## src/rtl/bist_pkg.sv

```systemverilog
// Shared types and constants for the BIST engine: FSM state encoding and the
// default 64-bit Galois feedback mask.
package bist_pkg;

  typedef enum logic [2:0] {
    IDLE,
    LOAD,
    RUN,
    DRAIN,
    DONE
  } bist_state_e;

  localparam logic [63:0] DEFAULT_POLY_64 = 64'hD800_0000_0000_0000;

endpackage

```

## src/rtl/bist_misr_lane.sv

```systemverilog
// One MISR signature lane: seeded by load, compacts one DUT result word per
// update, and flags whether the signature it is about to hold matches golden.
module bist_misr_lane #(
  parameter int                    DATA_WIDTH = 64,
  parameter logic [DATA_WIDTH-1:0] POLY       = '0
) (
  input  logic                  clk_i,
  input  logic                  rstn_i,
  input  logic                  load,
  input  logic                  update,
  input  logic [DATA_WIDTH-1:0] seed,
  input  logic [DATA_WIDTH-1:0] data,
  input  logic [DATA_WIDTH-1:0] golden,
  output logic [DATA_WIDTH-1:0] sig,
  output logic                  match
);

  logic [DATA_WIDTH-1:0] sig_nxt;

  // NOTE: every variable assigned in always_comb gets a default first, so no latch is inferred.
  always_comb begin
    sig_nxt = sig;
    if (load) begin
      sig_nxt = seed;
    end else if (update) begin
      sig_nxt = ((sig >> 1) ^ (sig[0] ? POLY : '0)) ^ data;
    end
  end

  // NOTE: sequential state uses non-blocking assignment so every register sees pre-edge values.
  always_ff @(posedge clk_i or negedge rstn_i) begin
    if (!rstn_i) begin
      sig <= '0;
    end else begin
      sig <= sig_nxt;
    end
  end

  // Compare against the next value so a result taken on the last DRAIN edge
  // includes that edge's update.
  assign match = (sig_nxt == golden);

endmodule

```

## src/rtl/bist_engine.sv

```systemverilog
// BIST engine: LFSR pattern source, NUM_CH MISR lanes and the FSM that runs
// seed load, pattern issue, pipeline drain and golden compare.
module bist_engine
  import bist_pkg::*;
#(
  parameter int                    DATA_WIDTH   = 64,
  parameter int                    NUM_CH       = 2,
  parameter int                    CNT_WIDTH    = 16,
  parameter int                    DRAIN_CYCLES = 8,
  parameter logic [DATA_WIDTH-1:0] POLY         = DEFAULT_POLY_64[DATA_WIDTH-1:0]
) (
  input  logic                         clk_i,
  input  logic                         rstn_i,
  input  logic                         en_i,
  input  logic                         start_i,
  input  logic                         abort_i,
  input  logic [DATA_WIDTH-1:0]        seed_i,
  input  logic [CNT_WIDTH-1:0]         num_patterns_i,
  input  logic [NUM_CH*DATA_WIDTH-1:0] golden_i,
  output logic                         pat_valid_o,
  output logic [DATA_WIDTH-1:0]        pat_data_o,
  input  logic [NUM_CH-1:0]            dut_valid_i,
  input  logic [NUM_CH*DATA_WIDTH-1:0] dut_data_i,
  output logic [NUM_CH*DATA_WIDTH-1:0] sig_o,
  output logic [CNT_WIDTH-1:0]         pat_cnt_o,
  output logic                         busy_o,
  output logic                         done_o,
  output logic [NUM_CH-1:0]            pass_o
);

  localparam int DCW = (DRAIN_CYCLES > 1) ? $clog2(DRAIN_CYCLES) : 1;

  bist_state_e           state;
  logic                  start_q;
  logic                  start_edge;
  logic [DATA_WIDTH-1:0] lfsr;
  logic [CNT_WIDTH-1:0]  pat_cnt;
  logic [CNT_WIDTH-1:0]  num_pat;
  logic [DCW-1:0]        drain_cnt;
  logic [NUM_CH-1:0]     lane_match;
  logic                  lane_load;
  logic                  lane_live;

  assign start_edge = start_i & ~start_q;
  assign pat_data_o = lfsr;
  assign pat_cnt_o  = pat_cnt;

  function automatic logic [DATA_WIDTH-1:0] step(input logic [DATA_WIDTH-1:0] s);
    return (s >> 1) ^ (s[0] ? POLY : '0);
  endfunction

  always_ff @(posedge clk_i or negedge rstn_i) begin
    if (!rstn_i) begin
      state       <= IDLE;
      start_q     <= 1'b0;
      lfsr        <= '0;
      pat_cnt     <= '0;
      num_pat     <= '0;
      drain_cnt   <= '0;
      pat_valid_o <= 1'b0;
      busy_o      <= 1'b0;
      done_o      <= 1'b0;
      pass_o      <= '0;
    end else if (en_i) begin
      start_q <= start_i;
      if (abort_i) begin
        // Signatures and pattern count are left in place for post-mortem reads.
        state       <= IDLE;
        pat_valid_o <= 1'b0;
        busy_o      <= 1'b0;
        done_o      <= 1'b0;
        pass_o      <= '0;
      end else begin
        unique case (state)
          IDLE: begin
            if (start_edge) begin
              state  <= LOAD;
              busy_o <= 1'b1;
            end
          end
          LOAD: begin
            lfsr      <= (seed_i == '0) ? DATA_WIDTH'(1) : seed_i;
            pat_cnt   <= '0;
            num_pat   <= num_patterns_i;
            drain_cnt <= '0;
            if (num_patterns_i != '0) begin
              state       <= RUN;
              pat_valid_o <= 1'b1;
            end else begin
              state <= DRAIN;
            end
          end
          RUN: begin
            lfsr    <= step(lfsr);
            pat_cnt <= pat_cnt + CNT_WIDTH'(1);
            if (pat_cnt == num_pat - CNT_WIDTH'(1)) begin
              state       <= DRAIN;
              pat_valid_o <= 1'b0;
            end
          end
          DRAIN: begin
            if (drain_cnt == DCW'(DRAIN_CYCLES - 1)) begin
              state  <= DONE;
              busy_o <= 1'b0;
              done_o <= 1'b1;
              pass_o <= lane_match;
            end else begin
              drain_cnt <= drain_cnt + DCW'(1);
            end
          end
          DONE: begin
            if (start_edge) begin
              state  <= LOAD;
              busy_o <= 1'b1;
              done_o <= 1'b0;
              pass_o <= '0;
            end
          end
          default: state <= IDLE;
        endcase
      end
    end
  end

  assign lane_load = en_i & ~abort_i & (state == LOAD);
  assign lane_live = en_i & ~abort_i & ((state == RUN) || (state == DRAIN));

  for (genvar c = 0; c < NUM_CH; c++) begin : g_lane
    bist_misr_lane #(
      .DATA_WIDTH(DATA_WIDTH),
      .POLY      (POLY)
    ) u_lane (
      .clk_i (clk_i),
      .rstn_i(rstn_i),
      .load  (lane_load),
      .update(lane_live & dut_valid_i[c]),
      .seed  (seed_i),
      .data  (dut_data_i[c*DATA_WIDTH +: DATA_WIDTH]),
      .golden(golden_i[c*DATA_WIDTH +: DATA_WIDTH]),
      .sig   (sig_o[c*DATA_WIDTH +: DATA_WIDTH]),
      .match (lane_match[c])
    );
  end

endmodule

```

## config.mk

```make
export PLATFORM = sky130hd
export DESIGN_NAME = bist_engine
export DESIGN_NICKNAME = d
export VERILOG_FILES = /design/src/rtl/bist_pkg.sv /design/src/rtl/bist_misr_lane.sv /design/src/rtl/bist_engine.sv
export SDC_FILE = /design/constraint.sdc
export NUM_CORES = 1
export LEC_CHECK = 0
export BUFFER_PORTS_ARGS = -buffer_cell sky130_fd_sc_hd__buf_2
export CAP_MARGIN = 20
export CORE_AREA = 5 5 211 213
export DETAILED_ROUTE_END_ITERATION = 10
export DIE_AREA = 0 0 216 218
export PLACE_DENSITY_LB_ADDON = 0.3
export REMOVE_ABC_BUFFERS = 1
export SYNTH_ARGS = -nofsm -noshare
export SYNTH_HDL_FRONTEND = slang
export SYNTH_SLANG_ARGS = --single-unit
```

## constraint.sdc

```tcl
create_clock -name clk_i -period 3.4 [get_ports clk_i]
set_clock_uncertainty 0.1 [all_clocks]
set_input_delay 0.51 -clock clk_i [delete_from_list [all_inputs] [get_ports clk_i]]
set_output_delay 0.51 -clock clk_i [all_outputs]
set_load 0.005 [all_outputs]
```

==> results.tsv <==
metric	value	unit
status	complete, no violations	
num-fill-cells	4093	
fin_util	51.4	%
syn_inst	1784	
period_share	96.7	%
rows	76	
drive_above_1_share	34.8	%
overflow	0	
drv_slew	0	
cts_buffers	30	
ys_seq_elements	236	
place_area	20600	um2
path_cells	buf_4, and4bb_4, buf_4, a21oi_1, or2_2, a32o_1, or4_1, nor4_1, nand4_1, o31ai_1	
area_growth	38.9	%
synth-edff-count	0	
avgSynthCellArea	8.81	um2
drtAntennaViolNets	0	
hold-path-endpoint	num_pat[10]	
hold_class	in2reg	
core	42500	um2
synth-seq-area-share	37.6	%
max-cap-violations	0	
cts-root-buf	clkbuf_16	
async_flop_share	100	%
viasPerCell	6.07	
crit_slowest_cell	or4_1	
multi_input_area	9240	um2
drc	0	
grt_max_degree	70	
firstDrtPassIters	6	
rr_startpoint	state[2]	
clk_pin_slew	0.06	ns
min_path_cells	3	
rrSetupSlack	0.11	ns
grt_pass1_wl	137000	um
yosysWarnings	0	
vdd_drop_max	0.454	mV
cts_sinks	236	
grtUsageTotal	40.2	%
p_leak	0.0103	uW
routed.top_layer	met5	
cts_max_level	1	
max_freq	0.304	GHz
dp_hpwl	82400	um
setup_viol	0	
clk_path_buf_depth	3	
antenna_found_initial	10	
fin_area	21800	um2
total_power	18600	uW
timing_hold_violations_final	0	
synth_ff_type	dfrtp_1	
nNetsFinal	2844	
cp_slowest_stage_delay	0.56	ns
worst_pin_slew	0.794	ns
cts_tree	yes	
io_buffers	555	
finalCriticalPeriod	3.29	ns
synth.distinct_cells	77	
crit_required	3.81	ns
path_max_fanout	12	
end_kind	register	
critPathKind	reg2reg	
num_io_pins	556	
slew_headroom	46.6	%
fp.dieW	216	um
powerDensity	850	nW/um2
synth_area	15700	um2
grt_pass1_vias	18442	
crit_path_frequent_cell	buf_4	
min-delay-start	num_patterns_i[10]	
routed_wl	99200	um
vias	18614	
drt_iter0_drc	2134	
met1Wirelength	41500	um
reg2reg_depth	10	
start_util	37.0	%
tns	0	ns
wl_per_cell	32.3	um
rr_endpoint	pass_o[1]	
insertion_delay	0.60	ns
crit_arrival	3.69	ns
met3_wirelength	8550	um
die_area	47100	um2
die_h	218	um
final-seq-area	5910	um2
place_congestion	1.02	
startpoint_type	register	
route.met2.wl	44200	um
cell usage in the layout (no fill, tap or decap), types with 31 or more instances in the layout:
master | synthesis | final
nor4_1 | 40 | 39
dfrtp_1 | 236 | 235
clkbuf_16 | 0 | 31
inv_1 | 41 | 41
buf_4 | 9 | 214
xnor2_1 | 99 | 99
mux2i_1 | 128 | 124
nand2_1 | 226 | 224
a21oi_1 | 57 | 56
nor2_1 | 65 | 64
nand3_1 | 71 | 71
xor2_1 | 121 | 121
o21ai_0 | 218 | 217
buf_2 | 27 | 554
cell type report:
type,count,share of cell area [%]
Multi-Input combinational cell,1400,42.3
Sequential cell,236,27.0
Timing Repair Buffer,787,21.6
Clock buffer,36,3.78
Tap cell,546,3.13
Clock inverter,17,1.31
Inverter,42,0.722
Antenna cell,5,0.0573
stage by stage:
step | hold slack (ns) | std cells | setup WS [ns]
after global placement | 0.370 | 3010 | -0.539
final | 0.0334 | 3069 | 0.113
after CTS | 0.0172 | 3064 | 0.0238
after floorplan | 0.114 | 1678 | -1.99
after detailed placement | 0.381 | 3010 | -0.451
after global routing | 0.0521 | 3065 | -0.0353
synth_stat cells (all sizes together) (6+ instances only):
cell type	instances	share of area (%)
a2111o	9	0.64
a211o	8	0.45
a211oi	7	0.33
a21boi	15	0.74
a21o	12	0.57
a21oi	57	1.8
a31oi	29	1.2
and2	9	0.36
and3	10	0.40
buf	56	2.1
clkbuf	50	1.2
dfrtp	236	38
inv	41	0.98
mux2i	128	8.1
nand2	227	5.4
nand2b	8	0.32
nand3	71	2.3
nand3b	13	0.62
nand4	26	1.0
nor2	68	1.8
nor2b	10	0.40
nor3	26	0.83
nor4	41	1.7
o2111a	6	0.43
o2111ai	13	0.72
o211ai	26	1.2
o21a	6	0.29
o21ai	218	6.9
o22ai	15	0.60
o31ai	19	0.91
or2	7	0.28
or3	17	0.68
xnor2	99	5.5
xor2	121	6.7
metal layers:
layer  vias up  track usage (%)
met1      9278             55.1
met5         -                0
li1       7924                -
met4        14             15.6
met3       236             8.01
met2      1162             63.0
state kept, by name, indices dropped and copies added (netlist names):
register and count:
g_lane.u_lane.sig 128, pat_data_o 64, num_pat 16, pat_cnt_o 16, drain_cnt 3, state 3
pass_o 2, busy_o 1, done_o 1, pat_valid_o 1, start_q 1
where the power goes:
group          leakage, uW  internal (uW)  switching [uW]
Clock             0.000540           2260            1460
Combinational      0.00681           3960            5100
Sequential         0.00295           4030            1750
worst max-delay path, delay by kind of cell (launching register included):
family | cells | cell delay (ns)
and+or+nand+nor | 5 | 1.73
DFF | 1 | 0.37
buffers and inverters | 2 | 0.42
AOI/OAI and AO/OA | 3 | 0.58
worst max path at each step:
| stage | startpoint | to |
|---|---|---|
| floorplan | state[1] | pat_valid_o |
| global placement | en_i | pass_o[0] |
| detailed placement | abort_i | pass_o[0] |
| CTS | state[2] | pass_o[0] |
| global route | state[1] | pass_o[1] |
| finish | state[2] | pass_o[1] |
what timing repair did:
| action | in CTS | in global routing |
|---|---|---|
| hold buffers | 1 | 0 |
| endpoints found under the hold margin | 51 | 0 |
| pin swaps | 0 | 2 |
| setup endpoints to repair | 2 | 2 |
| gates resized for setup | 4 | 18 |
| buffers inserted | 0 | 0 |
kinds of logic (layout without fill, tap and decap cells):
logic type | Yosys count | in the layout | synth area share [%]
compound gates | 492 | 492 | 19.9
buf+inv | 148 | 882 | 4.27
fa+ha+maj | 4 | 4 | 0.318
other cells | 0 | 5 | 0
xor+xnor | 221 | 221 | 12.4
simple gates | 552 | 552 | 17.2
flops | 236 | 236 | 37.6
mux | 131 | 131 | 8.36
Note: power is estimated with default switching activity, not from simulation.
